==> src/rtl/fifo_rd_arbiter.sv <==
// Purpose : round-robin sharing of one FWFT FIFO read port between N requesters, in bursts of up to BURST words.
// Latency : a grant is taken one cycle after req and non-empty are seen in IDLE; each word is acked in the same cycle it is popped.
// Backpr. : a pop happens only while the granted requester holds req and the FIFO is non-empty; an empty FIFO holds the grant.
//
// Ports:
//   rd_clk, rst    clock and synchronous active-high reset (reset also blocks the pop combinationally)
//   req[N]         level "want words" per requester
//   fifo_empty     FWFT empty flag
//   fifo_dout      FWFT head word
//   fifo_rd_en     pop strobe
//   ack[N]         one-hot: dout belongs to that requester this cycle
//   dout           pass-through of fifo_dout
//   gnt_valid      a burst is in progress
//   gnt_idx        current or most recent grant holder
//   underrun_cnt   saturating count of cycles with a request pending and the FIFO empty
//
// Build option: define FIFO_ARB_PRIORITY_EN to make requester 0 strict-high-priority.
// It then wins every IDLE arbitration and preempts other bursts.
// In that mode, only non-zero grants advance the rotation pointer.

module fifo_rd_arbiter #(
    parameter int WIDTH = 8,
    parameter int N     = 4,
    parameter int IDX_W = 2,
    parameter int BURST = 4
) (
    input  logic             rd_clk,
    input  logic             rst,
    input  logic [N-1:0]     req,
    input  logic             fifo_empty,
    input  logic [WIDTH-1:0] fifo_dout,
    output logic             fifo_rd_en,
    output logic [N-1:0]     ack,
    output logic [WIDTH-1:0] dout,
    output logic             gnt_valid,
    output logic [IDX_W-1:0] gnt_idx,
    output logic [7:0]       underrun_cnt
);

    typedef enum logic {
        ST_IDLE,
        ST_BURST
    } state_t;

    state_t           state_q, state_d;
    logic [IDX_W-1:0] gnt_idx_q, gnt_idx_d;
    logic [IDX_W-1:0] rr_ptr_q, rr_ptr_d;
    logic [7:0]       cnt_q, cnt_d;
    logic [7:0]       underrun_q, underrun_d;

    logic [IDX_W-1:0] sel_idx;
    logic [IDX_W-1:0] nxt_ptr;
    logic             own_req;
    logic             pop;
    logic             preempt;
    logic             burst_end;

    // Round-robin search starting at rr_ptr.
    // Iterating from the far end downwards lets the nearest requesting index overwrite the others.
    always_comb begin
        sel_idx = '0;
        for (int k = N - 1; k >= 0; k--) begin
            int               j;
            logic [IDX_W-1:0] jj;
            j = int'(rr_ptr_q) + k;
            if (j >= N) begin
                j = j - N;
            end
            jj = IDX_W'(j);
            if (req[jj]) begin
                sel_idx = jj;
            end
        end
`ifdef FIFO_ARB_PRIORITY_EN
        if (req[0]) begin
            sel_idx = '0;
        end
`endif
    end

    assign own_req = req[gnt_idx_q];
    assign pop     = (state_q == ST_BURST) & own_req & ~fifo_empty & ~rst;
    assign nxt_ptr = (gnt_idx_q == IDX_W'(N - 1)) ? '0 : gnt_idx_q + 1'b1;

`ifdef FIFO_ARB_PRIORITY_EN
    assign preempt = (gnt_idx_q != '0) & req[0];
`else
    assign preempt = 1'b0;
`endif

    assign burst_end = (pop & (cnt_q == 8'(BURST - 1))) | ~own_req | preempt;

    always_comb begin
        state_d   = state_q;
        gnt_idx_d = gnt_idx_q;
        rr_ptr_d  = rr_ptr_q;
        cnt_d     = cnt_q;
        case (state_q)
            ST_IDLE: begin
                if ((|req) && !fifo_empty) begin
                    state_d   = ST_BURST;
                    gnt_idx_d = sel_idx;
                    cnt_d     = '0;
                end
            end
            ST_BURST: begin
                if (pop) begin
                    cnt_d = cnt_q + 8'd1;
                end
                // An empty FIFO with the owner still requesting falls through here: the grant is kept.
                if (burst_end) begin
                    state_d = ST_IDLE;
`ifdef FIFO_ARB_PRIORITY_EN
                    if (gnt_idx_q != '0) begin
                        rr_ptr_d = nxt_ptr;
                    end
`else
                    rr_ptr_d = nxt_ptr;
`endif
                end
            end
            default: state_d = ST_IDLE;
        endcase
    end

    always_comb begin
        underrun_d = underrun_q;
        if ((|req) && fifo_empty && (underrun_q != 8'hFF)) begin
            underrun_d = underrun_q + 8'd1;
        end
    end

    always_ff @(posedge rd_clk) begin
        if (rst) begin
            state_q    <= ST_IDLE;
            gnt_idx_q  <= '0;
            rr_ptr_q   <= '0;
            cnt_q      <= '0;
            underrun_q <= '0;
        end else begin
            state_q    <= state_d;
            gnt_idx_q  <= gnt_idx_d;
            rr_ptr_q   <= rr_ptr_d;
            cnt_q      <= cnt_d;
            underrun_q <= underrun_d;
        end
    end

    assign fifo_rd_en   = pop;
    assign ack          = pop ? (N'(1) << gnt_idx_q) : '0;
    assign dout         = fifo_dout;
    assign gnt_valid    = (state_q == ST_BURST);
    assign gnt_idx      = gnt_idx_q;
    assign underrun_cnt = underrun_q;

endmodule

==> config.mk <==
export PLATFORM = sky130hd
export DESIGN_NAME = fifo_rd_arbiter
export DESIGN_NICKNAME = d
export VERILOG_FILES = /design/src/rtl/fifo_rd_arbiter.sv
export SDC_FILE = /design/constraint.sdc
export NUM_CORES = 1
export LEC_CHECK = 0
export BUFFER_PORTS_ARGS = -buffer_cell sky130_fd_sc_hd__buf_2
export CORE_ASPECT_RATIO = 0.9
export CORE_MARGIN = 2
export CORE_UTILIZATION = 32
export CTS_BUF_LIST = sky130_fd_sc_hd__clkbuf_8
export DETAILED_ROUTE_END_ITERATION = 10
export RECOVER_POWER = 100
export SKIP_LAST_GASP = 1
export SYNTH_ARGS = -nofsm -noshare
export SYNTH_HDL_FRONTEND = slang
export SYNTH_SLANG_ARGS = --single-unit
==> constraint.sdc <==
create_clock -name rd_clk -period 5.3 [get_ports rd_clk]
set_input_delay 0.53 -clock rd_clk [delete_from_list [all_inputs] [get_ports rd_clk]]
set_output_delay 0.53 -clock rd_clk [all_outputs]
set_load 0.01 [all_outputs]
* After elaboration in Yosys (flattened, before gate mapping)
Index checks and enable logic that the tools add are counted.
Cells by class: $add $sub $neg 10, $mul 0, divide/modulo/power cells 0, $lt $le $gt $ge 9, equal/unequal tests 5, shifts and indexed selects 1, mux-type cells 26, bitwise gates (word level) 9, reduce and logical (&&, ||, !) cells 8
Operators with widths (number):
- two-way mux 2 bit | 9
- adder 8 x 1 -> 8 bit, second input constant | 2
- two-way mux 8 bit | 2
- one-hot mux 8 bit (2 select lines) | 1
- < comparator 2 x 3 -> 1 bit, second input constant | 5
- binary-select mux 1 bit (select 2 bit) | 5
- greater-or-equal comparator 3 bit, second input constant | 3
- == test 8 x 2 -> 1 bit, second input constant | 1
- inequality test 8 bit, second input constant | 1
- subtractor 2 x 1 -> 2 bit, second input constant | 4
- two-way mux 1 bit | 7
- adder 2 x 2 -> 3 bit, second input constant | 2
- AND reduction 2 bit | 3
- bitwise AND 1 bit | 4
- two-way mux 4 bit | 1
- NOT 1 bit | 4
- OR reduction 4 bit | 1
- left shift 1 x 2 -> 4 bit, first input constant | 1
- adder 2 x 1 -> 3 bit, second input constant | 1
- greater-or-equal comparator 2 x 3 -> 1 bit, second input constant | 1
- logical AND 1 bit | 3
- adder 2 x 1 -> 2 bit, second input constant | 1
- == test 2 bit, second input constant | 1
- inequality test 2 x 1 -> 1 bit, second input constant | 1
- 4 further kinds | 4
Word-level totals: bits in registers 21, bits in latches 0, bits in writable memories 0, bits in read-only memories 0, bits of input ports 15, memories 0

* Depth between registers and ports, before layout
Gate-level depths: netlist of run 1.
depth after elaboration 9, gate-level depth with buffers 6, gate-level depth less buffers 5

* Least setup slack after synthesis of run 1
OpenSTA, ideal clock, no wires.
path kind register to output, start point register gnt_idx_q[0] (netlist: gnt_idx[0]), end point output ack[0], data arrival time 1310 ps, required time 4770 ps, setup slack 3460 ps, stages on the path, launching flop included 3, buffers on the path 0, cells stage by stage dfxtp_1 > mux4_2 > and3_1
On the way: longest elaborated chain between the ends 6, elaborated cells on any way between the ends 7, classes of those cells shift: 1; mux: 3; bitwise: 3
Ends and longest elaborated chain:
- start: declaration | RTL line 46 | logic [IDX_W-1:0] gnt_idx_q, gnt_idx_d;
- start signal: assignment | RTL line 142 | gnt_idx_q <= gnt_idx_d;
- binary-select mux 1 bit (select 2 bit) | RTL line 81 | assign own_req = req[gnt_idx_q];
- two-way mux 1 bit (not written as such) | RTL line 81
- bitwise AND 1 bit (3 in a row) | RTL line 82 | assign pop = (state_q == ST_BURST) & own_req & ~fifo_empty & ~rst;
- two-way mux 4 bit (*) | RTL line 150 | assign ack = pop ? (N'(1) << gnt_idx_q) : '0;
- end: declaration | RTL line 33 | output logic [N-1:0] ack,
Mark *: on every way between the ends. The rest lies on a longest branch, timed or not. The select of a mux whose other input is x is not followed.

* Worst setup path after layout of run 1
start point register state_q (netlist: gnt_valid), end point output fifo_rd_en
On the way: longest elaborated chain between the ends 3
Ends and longest elaborated chain:
- start: declaration | RTL line 45 | state_t state_q, state_d;
- start signal: assignment | RTL line 141 | state_q <= state_d;
- bitwise AND 1 bit (3 in a row) | RTL line 82
- end: declaration | RTL line 32 | output logic fifo_rd_en,
No other way between the ends.

==> results of run 1 <==
==> registers in the layout, indices dropped and copies added (netlist names) <==
| name | flops |
|---|---|
| gnt_valid | 1 |
| underrun_cnt | 8 |
| rr_ptr_q | 2 |
| gnt_idx | 2 |
| cnt_q | 8 |
==> layer usage <==
metal,global-route usage,up-vias
li1,-,537
met5,0,-
met1,0.1554,481
met3,0.04839,8
met2,0.2055,27
met4,0.03186,0
==> placed cells by master, fill, tap and decap left out, types with 2 or more instances in the layout <==
cell type and instances:
sky130_fd_sc_hd__dfxtp_1 21, sky130_fd_sc_hd__nor2_1 14, sky130_fd_sc_hd__nor3_1 4, sky130_fd_sc_hd__o21a_1 2, sky130_fd_sc_hd__clkbuf_1 17, sky130_fd_sc_hd__nand3_1 3, sky130_fd_sc_hd__o31ai_1 2, sky130_fd_sc_hd__clkbuf_8 3
sky130_fd_sc_hd__nand2_1 12, sky130_fd_sc_hd__nand4_1 4, sky130_fd_sc_hd__ha_1 6, sky130_fd_sc_hd__mux2i_1 4, sky130_fd_sc_hd__nor3b_1 3, sky130_fd_sc_hd__buf_2 5, sky130_fd_sc_hd__o41ai_1 2, sky130_fd_sc_hd__and3_1 8
sky130_fd_sc_hd__or3_1 2, sky130_fd_sc_hd__inv_1 7, sky130_fd_sc_hd__xor2_1 3, sky130_fd_sc_hd__xnor2_1 5, sky130_fd_sc_hd__nor4_1 2, sky130_fd_sc_hd__a21oi_1 8
==> worst min-delay path, cell delays in order, from the launching register on <==
cell and delay [ns]:
sky130_fd_sc_hd__dfxtp_1 0.33, sky130_fd_sc_hd__o21ai_1 0.07, sky130_fd_sc_hd__a21oi_1 0.06
==> where the power goes <==
group	internal, µW	switching (µW)	leakage [µW]
Sequential	162	6.42	0.000170
Combinational	13.7	22.3	0.000323
Clock	51.6	51.7	0.0000269
Total	227	80.5	0.000520
==> area by class of cell <==
| cell class | instances | area share |
|---|---|---|
| Sequential cell | 21 | 0.3161 |
| Clock inverter | 1 | 0.002822 |
| Tap cell | 46 | 0.04327 |
| Inverter | 6 | 0.01693 |
| Multi-Input combinational cell | 103 | 0.5230 |
| Timing Repair Buffer | 22 | 0.06679 |
| Clock buffer | 3 | 0.03104 |
==> worst paths after layout <==
check | start | endpoint | depth (start not counted) | slack, ns
max | gnt_valid$_SDFF_PP0_ | fifo_rd_en | 4 | 2.71
min | cnt_q[7]$_SDFFE_PP0P_ | cnt_q[7]$_SDFFE_PP0P_ | 2 | 0.50
max reg2reg | gnt_valid$_SDFF_PP0_ | cnt_q[7]$_SDFFE_PP0P_ | 4 | 3.16
min reg2reg | cnt_q[7]$_SDFFE_PP0P_ | cnt_q[7]$_SDFFE_PP0P_ | 2 | 0.50
==> logic make-up after synthesis <==
kind of cell               Yosys count
DFF                                 21
AOI/OAI and AO/OA                   23
xor gates and xnor gates             8
muxes                                6
adders and majority gates            6
buffers and inverters               17
and+or+nand+nor                     60
==> per-stage QoR <==
stage / worst slack [ns] / hold slack (ns) / std cells / power, µW
CTS: 2.984 / 0.4948 / 202 / 314.9
global placement: 3.185 / 0.4737 / 198 / 209.0
global route: 2.571 / 0.5334 / 202 / 324.9
finish: 2.711 / 0.4955 / 202 / 307.7
floorplan: 3.460 / 0.4549 / 141 / 201.4
detailed placement: 3.161 / 0.4836 / 198 / 210.8
==> out/results.env, run 1 <==
OUTCOME='completed'
MIN-DELAY-PATH-CLASS='reg -> reg'
ROUTE.DETAILED.VIAS_PER_INST=5.213
FINAL-SETUP-VIOL-COUNT=0
CORE_REGION_AREA_UM2=3705
PERIOD_NEEDED_NS=2.589
TOTAL_OF_HOLD_BUFFERS_INSERTED_AFTER_CLOCK_TREE_SYNTHESIS=0
TOTAL_NEGATIVE_SLACK_FOR_SETUP_CHECKS_NS=0
ANTENNA_VIOLATIONS_BEFORE_REPAIR=0
FP-ROW-COUNT=21
FIRST_GLOBAL_VIAS=1020
MAX_STAGE_DELAY_NS=0.77
DRT_PRE_ANTENNA_ITERS=4
CLKLATENCYLATEPIN_NS=0.26
FLOORPLAN.INITIALDENSITY=0.3333
CP_CELL_SEQUENCE='nor3b_1 > nand2_1 > inv_1 > clkbuf_1'
SLEW-LIMIT-HEADROOM=0.2725
POST_CTS.RESIZED_INSTANCES=0
HTREE_LEVELS=1
SLEW_VIOL_FINAL=0
SYNTH_MOST_COMMON_CELL='sky130_fd_sc_hd__dfxtp_1'
SETUP.WORST_PATH.END_CLASS='output pin'
PERIOD_SHARE=0.4886
PLACE_CONGESTION=0.7582
GRT_PASS1_WL_UM=4560
STARTPOINT_TYPE_OF_THE_WORST_SETUP_PATH='flip-flop'
TIMING.CRITICAL_PATH.BUF_INV=2
REGAREA_UM2=420.4
YOSYSWARNINGS=0
ROUTE.LAYER.MET1.WL_UM=1272
PLACEMENT.IO_BUFFERS=22
YOSYS.AREA_SHARE.XOR_XNOR=0.05674
SYNTH_COMPOUND_GATE_AREA_SHARE=0.1408
NUMCTSBUFFERS=3
SYNTH_COMMON_CELLS='sky130_fd_sc_hd__dfxtp_1 (21), sky130_fd_sc_hd__nor2_1 (14), sky130_fd_sc_hd__nand2_1 (12)'
TOP_LEVEL_PORTS=39
MULTI_INPUT_COMB_AREA_UM2=695.7
STARTING_DRC_COUNT_IN_DETAILED_ROUTING=30
GRT_MAX_DEGREE=17
PLACEMENT.CELL_AREA_UM2=1330
WORST_CLOCK_SKEW_NS=0.006689
SYNTH_AREA_PER_CELL_UM2=8.758
SYNTH_TOP_FAMILY_BY_AREA='simple AND/OR/NAND/NOR gates'
SYNTH_CELL_TYPES=43
NETLIST_INSTANCES=141
FLOORPLAN_DIE_WIDTH_UM=69.48
SYNTH_AREA_LEADER_CELL='sky130_fd_sc_hd__dfxtp_1'
FINAL_HOLD_VIOL_COUNT=0
POST_DRT_WL_PER_CELL_UM=12.81
WORSTMARGINPINSLEW_NS=1.077
TOTAL_NETS_FINAL=178
WORSTPATHMAXFANOUT=10
SYNTH-SEQ-AREA-SHARE=0.3404
ARRIVAL_TIME_REPORTED_FOR_THE_CRITICAL_PATH_ENDPOINT_NS=2.06
SYN_NETS=162
P_LEAK_uW=0.0005201
CELLPOWERDENSITY_nW_PER_UM2=231.4
CTS.SINK_COUNT=21
TIMING.CRITICAL_PATH.REQUIRED_NS=4.77
WORSTSETUPPATHTYPE='reg -> out'
CRITPATHSLOWESTCELL='sky130_fd_sc_hd__nor3b_1'
ASYNC_RESET_FF_FRAC=0
CTSLONGESTPATHBUFFERS=2
SYNTH-MAIN-FF-CELL='sky130_fd_sc_hd__dfxtp_1'
CTS_SETUP_BUFFERS=0
MAX-CAP-VIOLATIONS=0
N_ANTENNA_CELL=0
GRT_USE_TOTAL=0.1258
TIMING.FMAX_MHz=386.2
GLOBALROUTE.TOTALOVERFLOW=0
SYN-CELL-AREA_UM2=1235
FINAL_CORE_UTILIZATION=0.3590
SYNTH_ADDER_AREA_SHARE=0.06079
GRT_SETUP_UNREPAIRED='false'
SYNTH_SEQ_CELLS=21
POSTROUTEANTENNANETS=0
SIGNED_AREA_CHANGE_FROM_THE_SYNTHESIZED_NETLIST_TO_THE_FINAL_LAYOUT_PCT=7.700
DIE_H_UM=62.94
MET2WIRELENGTH_UM=1130
FILLCELLCOUNT=383
DRC=0
PLACE.DETAILED.HPWL_UM=1930
DRIVE_GT1_FRAC=0.06410
DESIGN.DIE.AREA_UM2=4373
CTSROOTBUFFERMASTER='sky130_fd_sc_hd__clkbuf_8'
SYNTHSIMPLEGATEAREAFRAC=0.2644
CTS_TREE='done'
SYNTHMUXAREASHARE=0.05978
DETAILROUTE.VIA_COUNT=1053
MAXIMUM_VDD_DROP_V=0.0001182
SYNTH.TOP_CELL.AREA_SHARE=0.3404
CLK_PIN_SLEW_WORST_PATHS_NS=0.08
ROUTED-WL-MET3_UM=158
ROUTED_WL_UM=2587
TOP_SIGNAL_LAYER_USED='met4'
CRITICAL-PATH-TOP-DELAY-FAMILY='simple AND/OR/NAND/NOR gates'
NUMBER_OF_FLOPS_MAPPED_TO_ENABLE_CELLS_BY_YOSYS=0
POSTLAYOUTCELLAREA_UM2=1330
SYNTH_TOP_CELLS_BY_AREA='sky130_fd_sc_hd__dfxtp_1 (34%), sky130_fd_sc_hd__ha_1 (6.1%), sky130_fd_sc_hd__buf_4 (4.9%)'
(Power assumes the default switching activity.)
==> run 2: changes to the inputs <==
==> constraint.sdc (replaced) <==
create_clock -name rd_clk -period 2.68 [get_ports rd_clk]
set_input_delay 0.268 -clock rd_clk [delete_from_list [all_inputs] [get_ports rd_clk]]
set_output_delay 0.268 -clock rd_clk [all_outputs]
set_load 0.01 [all_outputs]
==> out/results.env, run 2 (synthesized netlist as in run 1, its figures left out) <==
OUTCOME='completed'  # unchanged
ANTENNA_VIOLATIONS_BEFORE_REPAIR=0  # unchanged
TIMING.CRITICAL_PATH.REQUIRED_NS=2.41  # was 4.77 ns
CRITICAL-PATH-TOP-DELAY-FAMILY='multiplexers'  # was simple AND/OR/NAND/NOR gates
CP_CELL_SEQUENCE='mux4_2 > nand2_1 > inv_1 > clkbuf_1'  # was nor3b_1 > nand2_1 > inv_1 > clkbuf_1
DIE_H_UM=62.94  # unchanged
FIRST_GLOBAL_VIAS=1013  # was 1020
CTS.SINK_COUNT=21  # unchanged
HTREE_LEVELS=1  # unchanged
POSTROUTEANTENNANETS=0  # unchanged
GLOBALROUTE.TOTALOVERFLOW=0  # unchanged
CELLPOWERDENSITY_nW_PER_UM2=457.1  # was 231.4 nW/µm²
NUMCTSBUFFERS=3  # unchanged
P_LEAK_uW=0.0005277  # was 0.0005201 µW
ROUTED_WL_UM=2676  # was 2587 µm
FLOORPLAN_DIE_WIDTH_UM=69.48  # unchanged
CRITPATHSLOWESTCELL='sky130_fd_sc_hd__mux4_2'  # was sky130_fd_sc_hd__nor3b_1
FINAL_CELL_MIX='sky130_fd_sc_hd__dfxtp_1 (21), sky130_fd_sc_hd__clkbuf_1 (16), sky130_fd_sc_hd__nor2_1 (14)'  # was sky130_fd_sc_hd__dfxtp_1 (21), sky130_fd_sc_hd__clkbuf_1 (17), sky130_fd_sc_hd__nor2_1 (14)
CLKLATENCYLATEPIN_NS=0.26  # about the same
TOTAL_OF_HOLD_BUFFERS_INSERTED_AFTER_CLOCK_TREE_SYNTHESIS=0  # unchanged
TOTAL_NEGATIVE_SLACK_FOR_SETUP_CHECKS_NS=0  # unchanged
CTS_TREE='done'  # unchanged
MIN-DELAY-PATH-CLASS='in -> reg'  # was reg -> reg
N_ANTENNA_CELL=0  # unchanged
FLOORPLAN.INITIALDENSITY=0.3333  # unchanged
WORSTSETUPPATHTYPE='reg -> out'  # unchanged
DRC=0  # unchanged
ROUTE.DETAILED.VIAS_PER_INST=5.332  # was 5.213
TOTAL_NETS_FINAL=178  # unchanged
FILLCELLCOUNT=383  # unchanged
WORST_CLOCK_SKEW_NS=0.002808  # was 0.006689 ns
DESIGN.DIE.AREA_UM2=4373  # unchanged
MULTI_INPUT_COMB_AREA_UM2=706.9  # was 695.7 µm²
PLACEMENT.IO_BUFFERS=22  # unchanged
POST_DRT_WL_PER_CELL_UM=13.25  # was 12.81 µm
PLACE.DETAILED.HPWL_UM=1971  # was 1930 µm
ARRIVAL_TIME_REPORTED_FOR_THE_CRITICAL_PATH_ENDPOINT_NS=1.75  # was 2.06 ns
CTSROOTBUFFERMASTER='sky130_fd_sc_hd__clkbuf_8'  # unchanged
MIN_FROM='rst'  # was cnt_q[7]$_SDFFE_PP0P_
POWER_CONSUMPTION_uW=613.7  # was 307.7 µW
SETUP.WORST_PATH.END_CLASS='output pin'  # unchanged
WORSTMARGINPINSLEW_NS=0.6985  # was 1.077 ns
WORSTPATHMAXFANOUT=10  # unchanged
SIGNED_AREA_CHANGE_FROM_THE_SYNTHESIZED_NETLIST_TO_THE_FINAL_LAYOUT_PCT=8.714  # was 7.700%
DRT_PRE_ANTENNA_ITERS=4  # unchanged
POST_CTS.RESIZED_INSTANCES=0  # unchanged
GRT_USE_TOTAL=0.1250  # was 0.1258
MAX_STAGE_DELAY_NS=0.65  # was 0.77 ns
CORE_REGION_AREA_UM2=3705  # unchanged
MAXIMUM_VDD_DROP_V=0.0002569  # was 0.0001182 V
CTSLONGESTPATHBUFFERS=2  # unchanged
LAYOUT_COMMONEST_CELL='sky130_fd_sc_hd__dfxtp_1'  # unchanged
PERIOD_NEEDED_NS=2.020
SLEW_VIOL_FINAL=0  # unchanged
GRT_MAX_DEGREE=17  # unchanged
PLACE_CONGESTION=0.8187  # was 0.7582
REGAREA_UM2=420.4  # unchanged
CLK_PIN_SLEW_WORST_PATHS_NS=0.08  # about the same
CTS_SETUP_BUFFERS=0  # unchanged
FINAL_HOLD_VIOL_COUNT=0  # unchanged
STARTPOINT_TYPE_OF_THE_WORST_SETUP_PATH='flip-flop'  # unchanged
STARTING_DRC_COUNT_IN_DETAILED_ROUTING=54  # was 30
SLEW-LIMIT-HEADROOM=0.5300  # was 0.2725
DRIVE_GT1_FRAC=0.07692  # was 0.06410
FINAL-SETUP-VIOL-COUNT=0  # unchanged
TIMING.FMAX_MHz=495.1
TOP_LEVEL_PORTS=39  # unchanged
TIMING.RR.START='cnt_q[0]$_SDFFE_PP0P_'  # was gnt_valid$_SDFF_PP0_
DETAILROUTE.VIA_COUNT=1077  # was 1053
FP-ROW-COUNT=21  # unchanged
PERIOD_SHARE=0.7536
GRT_PASS1_WL_UM=4526  # was 4560 µm
TIMING.CRITICAL_PATH.BUF_INV=2  # unchanged
GRT_SETUP_UNREPAIRED='false'  # unchanged
MAX-CAP-VIOLATIONS=0  # unchanged
CRIT_START='gnt_idx[0]$_SDFFE_PP0P_'  # was gnt_valid$_SDFF_PP0_
==> run 2: metal layers <==
| metal | wire length, µm | global-route usage | vias to the layer above |
|---|---|---|---|
| met1 | 1278 | 0.1618 | 516 |
| met3 | 152 | 0.03710 | 8 |
| met2 | 1206 | 0.1983 | 25 |
| li1 | - | - | 528 |
| met4 | 38 | 0.04167 | 0 |
| met5 | 0 | 0 | - |
==> run 2: worst register-to-register path: cells and delay by family (launching register included) <==
kind	cells	cell delay (ns)
compound gates	2	0.66
fa+ha+maj	1	0.21
flops	1	0.37
simple gates	2	0.71
==> run 2: power by group <==
part / switching [µW] / internal, µW / leakage, µW / total (µW)
registers: 12.1 / 320 / 0.000170 / 332
logic: 45.3 / 27.9 / 0.000331 / 73.2
clock network: 106 / 102 / 0.0000269 / 208
total: 164 / 450 / 0.000528 / 614
==> run 2: cell type report <==
| class | instances | share of cell area |
|---|---|---|
| Sequential cell | 21 | 0.3131 |
| Clock inverter | 1 | 0.002796 |
| Inverter | 6 | 0.01678 |
| Timing Repair Buffer | 22 | 0.06710 |
| Tap cell | 46 | 0.04287 |
| Clock buffer | 3 | 0.03075 |
| Multi-Input combinational cell | 103 | 0.5266 |
==> run 2: worst paths after layout <==
path | end | slack (ns) | cells after the start
max reg2reg | rr_ptr_q[1]$_SDFFE_PP0P_ | 0.68 | 5
max | fifo_rd_en | 0.66 | 4
min | underrun_cnt[3]$_SDFFE_PP0P_ | 0.37 | 2
min reg2reg | cnt_q[4]$_SDFFE_PP0P_ | 0.50 | 1
==> run 2: through the flow <==
step	worst slack, ns	utilization	hold slack (ns)	instances	area [µm²]
floorplan	0.9870	-	0.3473	141	1235
CTS	0.6402	0.3712	0.3768	202	1375
detailed placement	0.8464	0.3590	0.4880	198	1330
finish	0.6604	0.3624	0.3705	202	1343
global route	0.4850	0.3624	0.3744	202	1343
global placement	0.9158	0.3590	0.4815	198	1330
==> run 3: changes to the inputs <==
==> constraint.sdc (replaced) <==
create_clock -name rd_clk -period 1.9 [get_ports rd_clk]
set_input_delay 0.19 -clock rd_clk [delete_from_list [all_inputs] [get_ports rd_clk]]
set_output_delay 0.19 -clock rd_clk [all_outputs]
set_load 0.01 [all_outputs]
==> out/results.env, run 3 (synthesized netlist as in run 1, its figures left out) <==
TOP_LEVEL_PORTS=39  # unchanged
CTS.SINK_COUNT=21  # unchanged
MIN_FROM='rst'  # unchanged
SETUP.WORST_PATH.END_CLASS='output pin'  # unchanged
GRT_PASS1_WL_UM=4719  # was 4526 µm
CLKLATENCYLATEPIN_NS=0.26  # about the same
R2R_SETUP_SLACK_NS=0.11  # was 0.68 ns
ANTENNA_VIOLATIONS_BEFORE_REPAIR=0  # unchanged
GLOBALROUTE.TOTALOVERFLOW=0  # unchanged
MAXIMUM_VDD_DROP_V=0.0003701  # was 0.0002569 V
WORSTPATHMAXFANOUT=10  # unchanged
POSTLAYOUTCELLAREA_UM2=1411  # was 1343 µm²
PLACE.DETAILED.HPWL_UM=2055  # was 1971 µm
PLACEMENT.IO_BUFFERS=22  # unchanged
R2R-END='rr_ptr_q[1]$_SDFFE_PP0P_'  # unchanged
FLOORPLAN.INITIALDENSITY=0.3333  # unchanged
REG2REG_DEPTH=5  # unchanged
WORST_CLOCK_SKEW_NS=0.007495  # was 0.002808 ns
DESIGN.DIE.AREA_UM2=4373  # unchanged
GRT_USE_TOTAL=0.1304  # was 0.1250
HOLD_PATH_END='gnt_idx[0]$_SDFFE_PP0P_'  # was underrun_cnt[3]$_SDFFE_PP0P_
PLACEMENT.CELL_AREA_UM2=1368  # was 1330 µm²
N_ANTENNA_CELL=0  # unchanged
DRIVE_GT1_FRAC=0.1358  # was 0.07692
FINAL_CELL_MIX='sky130_fd_sc_hd__dfxtp_1 (21), sky130_fd_sc_hd__clkbuf_1 (15), sky130_fd_sc_hd__nor2_1 (14)'  # was sky130_fd_sc_hd__dfxtp_1 (21), sky130_fd_sc_hd__clkbuf_1 (16), sky130_fd_sc_hd__nor2_1 (14)
DETAILROUTE.VIA_COUNT=1097  # was 1077
CTS_TREE='done'  # unchanged
PERIOD_SHARE=0.9446
OUTCOME='completed'  # unchanged
TOTAL_NEGATIVE_SLACK_FOR_SETUP_CHECKS_NS=0  # unchanged
STARTPOINT_TYPE_OF_THE_WORST_SETUP_PATH='flip-flop'  # unchanged
TIMING.CRITICAL_PATH.REQUIRED_NS=1.71  # was 2.41 ns
HTREE_LEVELS=1  # unchanged
CTSLONGESTPATHBUFFERS=2  # unchanged
GRT_SETUP_UNREPAIRED='false'  # unchanged
ROUTED_WL_UM=2731  # was 2676 µm
WORSTSETUPPATHTYPE='reg -> out'  # unchanged
DRC=0  # unchanged
CTSROOTBUFFERMASTER='sky130_fd_sc_hd__clkbuf_8'  # unchanged
DRT_PRE_ANTENNA_ITERS=4  # unchanged
STARTING_DRC_COUNT_IN_DETAILED_ROUTING=32  # was 54
MAX-CAP-VIOLATIONS=0  # unchanged
ROUTE.DETAILED.VIAS_PER_INST=5.274  # was 5.332
SLEW-LIMIT-HEADROOM=0.6509  # was 0.5300
FP-ROW-COUNT=21  # unchanged
WORSTMARGINPINSLEW_NS=0.5179  # was 0.6985 ns
TIMING.FMAX_MHz=557.2
TOTAL_NETS_FINAL=184  # was 178
CELLPOWERDENSITY_nW_PER_UM2=622.5  # was 457.1 nW/µm²
FILLCELLCOUNT=382  # was 383
FINAL_HOLD_VIOL_COUNT=0  # unchanged
CRIT_START='gnt_valid$_SDFF_PP0_'  # was gnt_idx[0]$_SDFFE_PP0P_
GRT_MAX_DEGREE=16  # was 17
ARRIVAL_TIME_REPORTED_FOR_THE_CRITICAL_PATH_ENDPOINT_NS=1.60  # was 1.75 ns
LAYOUT_COMMONEST_CELL='sky130_fd_sc_hd__dfxtp_1'  # unchanged
P_LEAK_uW=0.0005711  # was 0.0005277 µW
SIGNED_AREA_CHANGE_FROM_THE_SYNTHESIZED_NETLIST_TO_THE_FINAL_LAYOUT_PCT=14.29  # was 8.714%
POWER_CONSUMPTION_uW=878.5  # was 613.7 µW
MIN-DELAY-PATH-CLASS='in -> reg'  # unchanged
TIMING.HOLD.WORST_PATH_DEPTH=3  # was 2
FINAL-SETUP-VIOL-COUNT=0  # unchanged
SLEW_VIOL_FINAL=0  # unchanged
CLK_PIN_SLEW_WORST_PATHS_NS=0.08  # about the same
PERIOD_NEEDED_NS=1.795
FIRST_GLOBAL_VIAS=1105  # was 1013
FLOORPLAN_DIE_WIDTH_UM=69.48  # unchanged
FINAL_CORE_UTILIZATION=0.3810  # was 0.3624
POST_DRT_WL_PER_CELL_UM=13.13  # was 13.25 µm
CORE_REGION_AREA_UM2=3705  # unchanged
PLACE_CONGESTION=0.8320  # was 0.8187
POSTROUTEANTENNANETS=0  # unchanged
TIMING.RR.START='cnt_q[0]$_SDFFE_PP0P_'  # unchanged
DIE_H_UM=62.94  # unchanged
NUMCTSBUFFERS=3  # unchanged
-- run 3: layout make-up --
class | count | area [µm²] | area share
Clock buffer | 3 | 41.29 | 0.02926
Clock inverter | 1 | 3.754 | 0.002660
Inverter | 6 | 22.52 | 0.01596
Multi-Input combinational cell | 103 | 734.5 | 0.5204
Sequential cell | 21 | 420.4 | 0.2979
Tap cell | 46 | 57.56 | 0.04078
Timing Repair Buffer | 28 | 131.4 | 0.09309
-- run 3: per-layer routing --
metal  part of all wire  global-route usage  vias up
met5                  0                   0        -
met4              0.015             0.06863        0
met3              0.054             0.04032        8
met2               0.44              0.2031       30
met1               0.49              0.1609      516
li1                   -                   -      543
-- run 3: report_power, final --
group / internal, µW / switching (µW)
Combinational: 50.8 / 69.8
Clock: 144 / 146
Sequential: 452 / 15.9
Total: 647 / 232
-- run 3: through the flow --
stage               hold slack [ns]  std cells  setup slack (ns)
floorplan                    0.2693        141            0.2070
global placement             0.3801        203            0.1368
CTS                          0.3232        207           0.01890
global route                 0.3412        208          0.003434
detailed placement           0.3801        203           0.02866
finish                       0.3259        208            0.1052
-- run 3: worst max-delay path, stage by stage (launching register included) --
cell,delay (ns)
sky130_fd_sc_hd__dfxtp_1,0.53
sky130_fd_sc_hd__nor3b_4,0.33
sky130_fd_sc_hd__buf_4,0.18
sky130_fd_sc_hd__and3_1,0.16
sky130_fd_sc_hd__clkbuf_1,0.15
-- run 3: worst max-delay path by stage --
stage	cells after the start	slack, ns	end
2_1_floorplan	5	0.21	rr_ptr_q[1]$_SDFFE_PP0P_
3_3_place_gp	5	0.14	rr_ptr_q[1]$_SDFFE_PP0P_
3_5_place_dp	5	0.03	rr_ptr_q[1]$_SDFFE_PP0P_
4_1_cts	5	0.02	rr_ptr_q[1]$_SDFFE_PP0P_
5_1_grt	4	0.003	fifo_rd_en
6_report	4	0.11	ack[0]
-- run 3: what timing repair did --
item / in CTS / in global routing
hold buffers: 0 / 0
gates resized for setup: 0 / 3
setup buffers: 0 / 1
setup endpoints to repair: 0 / 6
